$ cat src/rtl/kbd_vt52_encoder_pkg.sv
// rtl/kbd_vt52_encoder_pkg.sv - keycode constants, FSM states and translation record for the VT52 encoder
package kbd_vt52_encoder_pkg;

   localparam logic [7:0] KEY_UP    = 8'h80;
   localparam logic [7:0] KEY_DOWN  = 8'h81;
   localparam logic [7:0] KEY_RIGHT = 8'h82;
   localparam logic [7:0] KEY_LEFT  = 8'h83;
   localparam logic [7:0] KEY_PF1   = 8'h84;
   localparam logic [7:0] KEY_PF2   = 8'h85;
   localparam logic [7:0] KEY_PF3   = 8'h86;
   localparam logic [7:0] KEY_PF4   = 8'h87;
   localparam logic [7:0] ASCII_ESC = 8'h1B;
   localparam logic [7:0] ASCII_CR  = 8'h0D;
   localparam logic [7:0] ASCII_LF  = 8'h0A;

   typedef enum logic [1:0] {
      ST_IDLE   = 2'd0,
      ST_FIRST  = 2'd1,
      ST_SECOND = 2'd2
   } state_e;

   // Result of translating one raw keycode into zero, one or two output bytes.
   typedef struct packed {
      logic       valid;
      logic       two;
      logic [7:0] b0;
      logic [7:0] b1;
   } xlat_t;

endpackage

$ cat src/rtl/kbd_vt52_encoder_if.sv
// rtl/kbd_vt52_encoder_if.sv - byte stream towards the UART transmitter
interface kbd_vt52_encoder_if;
   logic [7:0] tdata;
   logic       tvalid;
   logic       tready;

   modport master (output tdata, output tvalid, input tready);
   modport slave  (input tdata, input tvalid, output tready);
endinterface

$ cat src/rtl/kbd_vt52_encoder_sync_fifo.sv
// rtl/kbd_vt52_encoder_sync_fifo.sv - single-clock first-word-fall-through keycode FIFO
module kbd_sync_fifo #(
   parameter int DEPTH    = 16,
   parameter int LVL_BITS = 5
) (
   input  logic                clk,
   input  logic                reset,
   input  logic                wr_en_i,
   input  logic [7:0]          din_i,
   input  logic                pop_i,
   output logic [7:0]          dout_o,
   output logic                empty_o,
   output logic                full_o,
   output logic [LVL_BITS-1:0] level_o
);
   localparam int AW = (DEPTH > 1) ? $clog2(DEPTH) : 1;

   logic [7:0]          mem_q [DEPTH];
   logic [AW-1:0]       wr_ptr_q;
   logic [AW-1:0]       rd_ptr_q;
   logic [LVL_BITS-1:0] level_q;
   logic [LVL_BITS-1:0] level_d;

   always_comb begin
      level_d = level_q;
      if (wr_en_i && !pop_i) begin
         level_d = level_q + 1'b1;
      end else if (!wr_en_i && pop_i) begin
         level_d = level_q - 1'b1;
      end
   end

   always_ff @(posedge clk) begin
      if (wr_en_i) begin
         mem_q[wr_ptr_q] <= din_i;
      end
   end

   // DEPTH is a power of two, so pointer wrap is plain binary overflow.
   always_ff @(posedge clk) begin
      if (reset) begin
         wr_ptr_q <= '0;
         rd_ptr_q <= '0;
         level_q  <= '0;
      end else begin
         if (wr_en_i) wr_ptr_q <= wr_ptr_q + 1'b1;
         if (pop_i)   rd_ptr_q <= rd_ptr_q + 1'b1;
         level_q <= level_d;
      end
   end

   assign dout_o  = mem_q[rd_ptr_q];
   assign empty_o = (level_q == '0);
   assign full_o  = (level_q == LVL_BITS'(DEPTH));
   assign level_o = level_q;

endmodule

$ cat src/rtl/kbd_vt52_encoder.sv
// rtl/kbd_vt52_encoder.sv - queues keyboard codes and emits VT52 byte sequences on a valid/ready stream
module kbd_vt52_encoder
   import kbd_vt52_encoder_pkg::*;
#(
   parameter int DEPTH    = 16,
   parameter int ADD_LF   = 0,
   parameter int LVL_BITS = 5
) (
   input  logic                   clk,
   input  logic                   reset,
   input  logic [7:0]             kbd_data,
   input  logic                   kbd_strobe,
   kbd_vt52_encoder_if.master     m_axis,
   output logic                   overflow,
   output logic [LVL_BITS-1:0]    fifo_level
);

   function automatic xlat_t xlate(input logic [7:0] code);
      xlat_t x;
      x    = '0;
      x.b0 = ASCII_ESC;
      if (!code[7]) begin
         x.valid = 1'b1;
         x.b0    = code;
         x.two   = (ADD_LF != 0) && (code == ASCII_CR);
         x.b1    = ASCII_LF;
      end else begin
         x.valid = 1'b1;
         x.two   = 1'b1;
         case (code)
            KEY_UP:    x.b1 = 8'h41;
            KEY_DOWN:  x.b1 = 8'h42;
            KEY_RIGHT: x.b1 = 8'h43;
            KEY_LEFT:  x.b1 = 8'h44;
            KEY_PF1:   x.b1 = 8'h50;
            KEY_PF2:   x.b1 = 8'h51;
            KEY_PF3:   x.b1 = 8'h52;
            KEY_PF4:   x.b1 = 8'h53;
            default: begin
               x.valid = 1'b0;
               x.two   = 1'b0;
            end
         endcase
      end
      return x;
   endfunction

   state_e     state_q, state_d;
   logic [7:0] tdata_q, tdata_d;
   logic       tvalid_q, tvalid_d;
   logic [7:0] second_q, second_d;
   logic       two_q, two_d;
   logic       overflow_q;

   logic       pop;
   logic       wr_en;
   logic [7:0] fifo_dout;
   logic       fifo_empty;
   logic       fifo_full;
   xlat_t      xl;

   // A full FIFO still accepts a strobe when the same edge frees a slot.
   assign wr_en = kbd_strobe && (!fifo_full || pop);
   assign xl    = xlate(fifo_dout);

   kbd_sync_fifo #(
      .DEPTH    (DEPTH),
      .LVL_BITS (LVL_BITS)
   ) u_fifo (
      .clk     (clk),
      .reset   (reset),
      .wr_en_i (wr_en),
      .din_i   (kbd_data),
      .pop_i   (pop),
      .dout_o  (fifo_dout),
      .empty_o (fifo_empty),
      .full_o  (fifo_full),
      .level_o (fifo_level)
   );

   always_comb begin
      state_d  = state_q;
      tdata_d  = tdata_q;
      tvalid_d = tvalid_q;
      second_d = second_q;
      two_d    = two_q;
      pop      = 1'b0;
      case (state_q)
         ST_IDLE: begin
            if (!fifo_empty) begin
               pop = 1'b1;
               if (xl.valid) begin
                  tdata_d  = xl.b0;
                  second_d = xl.b1;
                  two_d    = xl.two;
                  tvalid_d = 1'b1;
                  state_d  = ST_FIRST;
               end
            end
         end
         ST_FIRST: begin
            if (m_axis.tready) begin
               if (two_q) begin
                  tdata_d = second_q;
                  state_d = ST_SECOND;
               end else begin
                  tvalid_d = 1'b0;
                  state_d  = ST_IDLE;
               end
            end
         end
         ST_SECOND: begin
            if (m_axis.tready) begin
               tvalid_d = 1'b0;
               state_d  = ST_IDLE;
            end
         end
         default: begin
            tvalid_d = 1'b0;
            state_d  = ST_IDLE;
         end
      endcase
   end

   always_ff @(posedge clk) begin
      if (reset) begin
         state_q    <= ST_IDLE;
         tdata_q    <= 8'h00;
         tvalid_q   <= 1'b0;
         second_q   <= 8'h00;
         two_q      <= 1'b0;
         overflow_q <= 1'b0;
      end else begin
         state_q    <= state_d;
         tdata_q    <= tdata_d;
         tvalid_q   <= tvalid_d;
         second_q   <= second_d;
         two_q      <= two_d;
         overflow_q <= kbd_strobe && !wr_en;
      end
   end

   assign m_axis.tdata  = tdata_q;
   assign m_axis.tvalid = tvalid_q;
   assign overflow      = overflow_q;

endmodule

$ cat src/flat_wrapper.sv
// flat-port wrapper written by rule: the top's interface ports become plain ports
module kbd_vt52_encoder_flat import kbd_vt52_encoder_pkg::*;
#(
   parameter int DEPTH    = 16,
   parameter int ADD_LF   = 0,
   parameter int LVL_BITS = 5
)
  (clk, reset, kbd_data, kbd_strobe, overflow, fifo_level, m_axis_tdata, m_axis_tvalid, m_axis_tready);
  kbd_vt52_encoder_if m_axis_i ();
  input  logic clk;
  input  logic reset;
  input  logic [7:0] kbd_data;
  input  logic kbd_strobe;
  output logic overflow;
  output logic [LVL_BITS-1:0] fifo_level;
  output wire logic [$bits(m_axis_i.tdata)-1:0] m_axis_tdata;
  output wire logic [$bits(m_axis_i.tvalid)-1:0] m_axis_tvalid;
  input wire logic [$bits(m_axis_i.tready)-1:0] m_axis_tready;
  assign m_axis_tdata = m_axis_i.tdata;
  assign m_axis_tvalid = m_axis_i.tvalid;
  assign m_axis_i.tready = m_axis_tready;
  kbd_vt52_encoder #(.DEPTH(DEPTH), .ADD_LF(ADD_LF), .LVL_BITS(LVL_BITS)) u_core (.clk(clk), .reset(reset), .kbd_data(kbd_data), .kbd_strobe(kbd_strobe), .m_axis(m_axis_i), .overflow(overflow), .fifo_level(fifo_level));
endmodule
$ cat config.mk
export PLATFORM = sky130hd
export DESIGN_NAME = kbd_vt52_encoder_flat
export DESIGN_NICKNAME = d
export VERILOG_FILES = /design/src/rtl/kbd_vt52_encoder_pkg.sv /design/src/rtl/kbd_vt52_encoder_if.sv /design/src/rtl/kbd_vt52_encoder_sync_fifo.sv /design/src/rtl/kbd_vt52_encoder.sv /design/src/flat_wrapper.sv
export SDC_FILE = /design/constraint.sdc
export NUM_CORES = 1
export LEC_CHECK = 0
export BUFFER_PORTS_ARGS = -buffer_cell sky130_fd_sc_hd__buf_2
export CORE_MARGIN = 2
export CORE_UTILIZATION = 55
export CTS_BUF_LIST = sky130_fd_sc_hd__clkbuf_8 sky130_fd_sc_hd__clkbuf_16
export DETAILED_ROUTE_END_ITERATION = 6
export PLACE_DENSITY = 0.81
export RECOVER_POWER = 50
export SYNTH_ARGS = -nofsm -noshare
export SYNTH_HDL_FRONTEND = slang
export SYNTH_SLANG_ARGS = --single-unit
export TNS_END_PERCENT = 100
$ cat constraint.sdc
create_clock -name clk -period 2.99 [get_ports clk]
set_clock_uncertainty 0.2 [all_clocks]
set_input_delay 0.1495 -clock clk [delete_from_list [all_inputs] [get_ports clk]]
set_output_delay 0.1495 -clock clk [all_outputs]
set_load 0.05 [all_outputs]
==> summary.txt, run 1 <==
STA
  – Slew HR: approximately two fifths
  – Tcrit/Tclk final: 97.16%
  – Final setup viols: 0
  – Max Slew Vio Count: 0
  – Tightest hold margin: 258.4 ps
  – Fin. Hold Viols: 0
  – RSZ-0062 raised after global routing: false
  – Fin crit period: 2905 ps
  – Worst Tran Pin Value: 922.8 ps
  – Max Fclk: approximately 0.34 GHz
  – Setup tns final: 0 ps

Routing
  – WL met3: approximately 670 um
  – Routed length per instance: ~21 um
  – Post-route DRC: 0
  – Top sig layer: met4
  – Routed WL: approximately 13,000 um
  – TritonRoute pass-1 iters: 5
  – Post-route ant nets: 0
  – Initial DRC count: around 280
  – Met1 wire length: approximately 5300 um
  – Vias post-DR: 3,683
  – DR WL met2: 6787 um
  – Via density: 5.989

Placed design
  – HPWL after DPL: ~8300 um
  – Gp weighted congestion: roughly 0.78
  – Port bufs: 25

Status
  – Status: finished clean

Flow run
  – Max cap viols: 0

Worst setup path
  – Critical Path RT: 3150 ps
  – R2r endpoint: u_core.u_fifo.level_o[4]$_SDFFE_PP0P_
  – Max incr delay on CP: roughly 520 ps
  – CP delay by family, top: simple AND/OR/NAND/NOR gates
  – Worst setup SP type: flip-flop
  – Buffers & Inverters on Critical Path: 2
  – Worst setup startpoint: u_core.u_fifo.level_o[1]$_SDFFE_PP0P_
  – Reg2Reg Depth: 12
  – Max FO, Critical Path: 5
  – RR Startpoint: u_core.u_fifo.level_o[1]$_SDFFE_PP0P_
  – Crit path DAT: about 3100 ps
  – CP Cell Sequence: or4_4, or2_4, nand2_4, clkinv_4, ha_2, inv_4, ha_4, a21o_1, a21oi_2, xnor2_1, or3_1, a21oi_2
  – WS Path Type: flip-flop to flip-flop
  – Most used cell, CP: a21oi_2
  – Crit end category: flip-flop
  – R2r setup slk: around 85 ps
  – CP max stage cell: or4_4

Cells and area
  – Layout area overhead: 18.03%
  – Final net count: 482
  – Share of cells above drive strength 1: between 20% and 30%
  – Fill cells: between 700 and 800
  – ANT cells: 0
  – Util after Layout: approximately two thirds

Global route
  – Largest net degree at the start of global routing: 33
  – Vias in the first global route: roughly 3,700
  – Tot GR Track Use: between 20% and 30%
  – Initial antenna violation count: 0
  – GRT overflow: 0
  – First-pass GRT wire length: ~21,000 um

Floorplan
  – CORE AREA: around 12,000 um^2
  – Starting density of the core: 56.93%
  – I/O pin count: 27
  – Cell row count: 39
  – Die ar.: 12,860 um^2
  – Die Span Y: about 110 um
  – Chip Width: approximately 110 um

Synthesis
  – Area contributors post-synth: edfxtp_1 58%, dfxtp_1 10%, mux4_2 9.2%
  – Post-synth top area share: 58.38%
  – Synthesized netlist net count: between 400 and 500
  – Cells after Synth: around 400
  – Post-synth EDFFs: 128
  – Ys async rst share: 0%
  – Mapped Area: 6584 um^2
  – Flops & latches, synth: approximately 160
  – Sequential area share after synthesis: around 70%
  – Largest area contributor in the netlist: edfxtp_1
  – Most common cell in the netlist: edfxtp_1
  – Post-synth top flop: edfxtp_1
  – Syn_area_per_cell: roughly 17 um^2
  – Synth top cells by count: 128 x edfxtp_1, 34 x dfxtp_1, 32 x nor2_1
  – Cell variety after synth: 52
  – YS warnings: 0

CTS
  – Worst-path clk slew: about 60 ps
  – Clk Latency, worst-skew pair: 420 ps
  – Root Buffer: clkbuf_16
  – H-Tree Depth: 4
  – Clock sinks: 162
  – CTS Buf Count: 17
  – Clock buffer depth: 2
  – CTS tree: built

Min path
  – Hold Path Class: flip-flop to flip-flop
  – Hold Startpoint: u_core.m_axis.tdata[1]$_SDFFE_PP0P_
  – WHS Endpoint: u_core.m_axis.tdata[1]$_SDFFE_PP0P_
  – Hold Path Depth: 2

Pwr
  – Overall Power: around 7.0 mW
  – PD cells: a little over 900 nW/um^2
  – VDD IR max: between 0.4 and 0.5 mV
  – Lkg Pwr: between 2 and 3 nW
## layout make-up
type                            count  area, um^2  share of cell area [%]
Inverter                           14       60.06                  0.7728
Clock inverter                     14       186.4                   2.399
Timing Repair Buffer               66       454.2                   5.844
Sequential cell                   162        4536                   58.36
Clock buffer                       17       425.4                   5.474
Tap cell                          143       178.9                   2.302
Multi-Input combinational cell    199        1931                   24.84
## where the power goes
| part | leakage, nW | switching [mW] | internal [mW] |
|---|---|---|---|
| Combinational | 0.917 | 1.22 | 0.881 |
| Clock | 0.291 | 0.856 | 1.39 |
| Sequential | 1.44 | 0.105 | 2.59 |
| Total | 2.64 | 2.18 | 4.86 |
## cells by family after synthesis
| family | Yosys count | synth area share, % |
|---|---|---|
| xor+xnor | 11 | 1.463 |
| other cells | 1 | 0.05696 |
| mux | 41 | 12.64 |
| compound gates | 48 | 6.024 |
| buf+inv | 34 | 2.584 |
| simple gates | 88 | 6.500 |
| fa+ha+maj | 10 | 2.014 |
| flops | 162 | 68.72 |
## worst max path at each step
stage,depth (start not counted),end,slack (ps)
after floorplan,12,u_core.u_fifo.level_o[4]$_SDFFE_PP0P_,7
after global placement,12,u_core.u_fifo.level_o[4]$_SDFFE_PP0P_,110
after detailed placement,12,u_core.u_fifo.level_o[4]$_SDFFE_PP0P_,40
after CTS,12,u_core.u_fifo.level_o[4]$_SDFFE_PP0P_,7
after global routing,12,u_core.u_fifo.level_o[4]$_SDFFE_PP0P_,5
final,12,u_core.u_fifo.level_o[4]$_SDFFE_PP0P_,80
## sequential cells by signal, indices dropped and copies added, names as in the netlist, named ones only
register                flops
u_core.u_fifo.mem_q       128
u_core.overflow             1
u_core.u_fifo.level_o       5
u_core.u_fifo.wr_ptr_q      4
u_core.m_axis.tdata         7
u_core.second_q             6
u_core.m_axis.tvalid        1
u_core.state_q              2
u_core.u_fifo.rd_ptr_q      4
## cells in the final DEF, fill, tap and decap left out, types with 4 or more instances in the layout
master,instances
edfxtp_1,128
nor2_1,32
dfxtp_1,29
mux4_2,27
buf_4,27
clkbuf_1,23
nand2_1,18
clkbuf_16,17
inv_1,12
dlygate4sd3_1,11
a21oi_1,9
a22oi_1,8
xor2_1,7
mux2i_1,7
ha_1,7
nor3_1,6
nand3_1,5
nor4_1,5
mux4_1,5
nand4_1,5
nor2b_1,4
o211ai_1,4
xnor2_1,4
bufinv_16,4
## stage by stage
step                worst slack, ps  instance area [um^2]  instances
floorplan                     7.172                  6625        395
global placement              110.6                  7052        572
detailed placement            40.03                  7052        572
CTS                           6.793                  7774        614
global route                  5.493                  7771        615
finish                        84.83                  7771        615
## what timing repair did
| action | 4_1_cts | 5_1_grt |
|---|---|---|
| hold endpoints to repair | 136 | 0 |
| hold buffers | 11 | 0 |
| setup endpoints to repair | 0 | 9 |
| gates resized for setup | 0 | 4 |
| buffers inserted | 0 | 1 |
## metal layers
metal  vias up  GRT usage (%)
li1       1671              -
met1      1868          27.55
met2       121          36.97
met3        23          4.570
met4         0          8.943
met5         -              0
## worst register-to-register path: cells and delay by family, from the launching register on
family	cells	cell delay [ps]
XOR/XNOR	1	80
AO/OA/AOI/OAI	3	470
buffers and inverters	2	130
flip-flops	1	370
adder cells (fa/ha/maj)	2	390
AND/OR/NAND/NOR	4	1210
No activity file was read; power rests on OpenSTA's default activity.
==> run 2, diff against run 1 <==
Settings changed: CORE_UTILIZATION 55 to 43, PLACE_DENSITY 0.81 to 0.67.
==> summary.txt, run 2 (synthesis results as in run 1) <==
Worst setup path
  – Buffers & Inverters on Critical Path: 2 (unchanged)
  – Worst setup SP type: flip-flop
  – R2r endpoint: u_core.u_fifo.level_o[4]$_SDFFE_PP0P_
  – Reg2Reg Depth: 12 (unchanged)
  – CP max stage cell: or4_4
  – CP delay by family, top: simple AND/OR/NAND/NOR gates
  – Max incr delay on CP: 520 ps (about the same)
  – Crit path DAT: 3040 ps (-20 ps)
  – Crit end category: flip-flop
  – Critical Path RT: 3140 ps (about the same)
  – Crit path depth: 12 (unchanged)
  – CP Cell Sequence: or4_4, or2_4, nand2_4, clkinv_4, ha_2, inv_4, ha_4, a21o_1, a21oi_2, xnor2_1, or3_1, a21oi_1
  – RR Startpoint: u_core.u_fifo.level_o[1]$_SDFFE_PP0P_
  – R2r setup slk: 90 ps (about the same)
  – Max FO, Critical Path: 5 (unchanged)
  – WS Path Type: flip-flop to flip-flop

Cells and area
  – Most frequent cells in the layout: 128 x edfxtp_1, 32 x nor2_1, 29 x dfxtp_1, 27 x mux4_2, 26 x buf_4
  – Share of cells above drive strength 1: 23.94% (-0.64 points)
  – ANT cells: 0 (unchanged)
  – Finished Cell Area: 7772 um^2 (about the same)
  – Max reg flops: 128 (unchanged)
  – Layout area overhead: 18.05% (about the same)
  – Finished Layout Cells: 660 (+7.3%)
  – Leading cell type in the layout, fill and taps excluded: edfxtp_1
  – Fill cells: 1,259 (+73%)
  – Final net count: 481 (-0.21%)
  – Largest Register: u_core.u_fifo.mem_q

CTS
  – Worst-path clk slew: 60 ps (about the same)
  – Clk Latency, worst-skew pair: 420 ps (about the same)
  – Clock sinks: 162 (unchanged)
  – H-Tree Depth: 4 (unchanged)
  – CTS tree: built
  – CTS Buf Count: 17 (unchanged)
  – Clock buffer depth: 2 (unchanged)
  – Root Buffer: clkbuf_16

Placed design
  – Gp weighted congestion: 0.7714 (-1.7%)
  – Placed cell area: 7128 um^2 (+1.1%)
  – Place WS: 23.50 ps (-16.53 ps)
  – HPWL after DPL: 8177 um (-1.1%)
  – Dpl cells: 618 (+8.0%)
  – Port bufs: 25 (unchanged)

Routing
  – TritonRoute pass-1 iters: 4 (-1)
  – Post-route DRC: 0 (unchanged)
  – Initial DRC count: 244 (-12%)
  – Routed WL: 12,440 um (-4.3%)
  – Post-route ant nets: 0 (unchanged)
  – Via density: 5.389 (-10%)
  – Vias post-DR: 3,557 (-3.4%)
  – Routed length per instance: 18.85 um (-11%)

Floorplan
  – I/O pin count: 27 (unchanged)
  – Starting density of the core: 43.63% (-13 points)
  – Chip Width: 127.7 um (+13%)
  – Cell row count: 45 (+15%)
  – CORE AREA: 15,090 um^2 (+30%)
  – Die ar.: 16,320 um^2 (+27%)
  – Die Span Y: 127.7 um (+13%)

STA
  – Max Slew Vio Count: 0 (unchanged)
  – Fin. Hold Viols: 0 (unchanged)
  – Max Fclk: 0.3453 GHz (+0.31%)
  – Setup slack after layout: 93.91 ps (+9.074 ps)
  – Fin crit period: 2896 ps (-9.074 ps)
  – Setup tns final: 0 ps (unchanged)
  – RSZ-0062 raised after global routing: false
  – Tcrit/Tclk final: 96.86% (-0.30 points)
  – Worst Tran Pin Value: 1034 ps (+111.4 ps)
  – Slew HR: 30.92% (-7.1 points)
  – Final setup viols: 0 (unchanged)

Status
  – Status: finished clean

Global route
  – Routing usage on met1: 21.68% (-5.9 points)
  – Vias in the first global route: 3,595 (-4.0%)
  – Routing usage on met2: 26.23% (-11 points)
  – GR Util met3: 4.508% (-0.062 points)
  – First-pass GRT wire length: 19,720 um (-4.1%)
  – Largest net degree at the start of global routing: 33 (unchanged)
  – Most Crowded Layer GR: met2
  – Tot GR Track Use: 16.44% (-5.3 points)
  – Initial antenna violation count: 0 (unchanged)
  – GRT overflow: 0 (unchanged)

Flow run
  – Max cap viols: 0 (unchanged)

Min path
  – Hold Path Class: input port to flip-flop
  – Hold Startpoint: reset
  – WHS Endpoint: u_core.state_q[1]$_SDFFE_PP0P_
  – Hold Path Depth: 2 (unchanged)

Pwr
  – Lkg Pwr: 2.637 nW (-0.26%)
  – Overall Power: 6.828 mW (-3.1%)
  – PD cells: 878.4 nW/um^2 (-3.1%)
  – VDD IR max: 0.4073 mV (-18%)
==> run 2: cell types whose count changed in the layout (fill, tap and decap cells not counted), moves of 2 or more <==
cell / delta
clkinvlp_4: -2
clkinv_2: +2
inv_1: +4
inv_6: -2
bufinv_16: -2
==> run 2: what timing repair did <==
| action | 4_1_cts | 5_1_grt |
|---|---|---|
| endpoints found under the setup margin | 0 | 4 |
| hold buffers | 10 | 0 |
| setup buffers | 0 | 0 |
| gates resized for setup | 0 | 4 |
| endpoints found under the hold margin | 132 | 0 |
==> run 2: worst max-delay path by stage <==
stage	from	slack, ps	endpoint
after global routing	u_core.u_fifo.level_o[1]$_SDFFE_PP0P_	4	u_core.u_fifo.level_o[4]$_SDFFE_PP0P_
after CTS	u_core.u_fifo.level_o[1]$_SDFFE_PP0P_	9	u_core.u_fifo.level_o[4]$_SDFFE_PP0P_
final	u_core.u_fifo.level_o[1]$_SDFFE_PP0P_	90	u_core.u_fifo.level_o[4]$_SDFFE_PP0P_
after floorplan	u_core.u_fifo.level_o[0]$_SDFFE_PP0P_	7	u_core.u_fifo.level_o[4]$_SDFFE_PP0P_
after detailed placement	u_core.u_fifo.level_o[1]$_SDFFE_PP0P_	20	u_core.u_fifo.level_o[4]$_SDFFE_PP0P_
after global placement	flip-flop	50	u_core.second_q[1]$_SDFFE_PP0P_
==> run 2: layer usage <==
| layer | vias up | share of wire, % |
|---|---|---|
| li1 | 1670 | - |
| met2 | 93 | 49 |
| met4 | 0 | 1.1 |
| met5 | - | 0 |
| met1 | 1785 | 43 |
| met3 | 9 | 6.1 |
==> run 2: layout make-up <==
class / count / area [um^2] / area share (%)
clock inverter: 15 / 128.9 / 1.658
clock buffer: 17 / 425.4 / 5.473
timing repair buffer: 65 / 456.7 / 5.876
tap: 188 / 235.2 / 3.026
multi-input combinational: 199 / 1928 / 24.81
sequential: 162 / 4538 / 58.39
inverter: 14 / 60.06 / 0.7727
==> run 2: through the flow <==
stage	util, %	hold slack, ps
detailed placement	47.24	250.6
CTS	51.58	7.137
global route	51.51	41.35
global placement	47.24	241.5
finish	51.51	11.55
floorplan	-	48.37
==> run 2: worst register-to-register path: cells and delay by family (launching register included) <==
family,cells,cell delay [ps]
buffers and inverters,2,130
adders and majority gates,2,400
DFF,1,360
AOI/OAI and AO/OA,3,480
and+or+nand+nor,4,1170
xor gates and xnor gates,1,90
==> run 2: report_power, final <==
| group | switching (mW) | leakage [nW] | internal, mW |
|---|---|---|---|
| registers | 0.120 | 1.44 | 2.60 |
| logic | 1.18 | 0.916 | 0.909 |
| clock network | 0.815 | 0.285 | 1.20 |
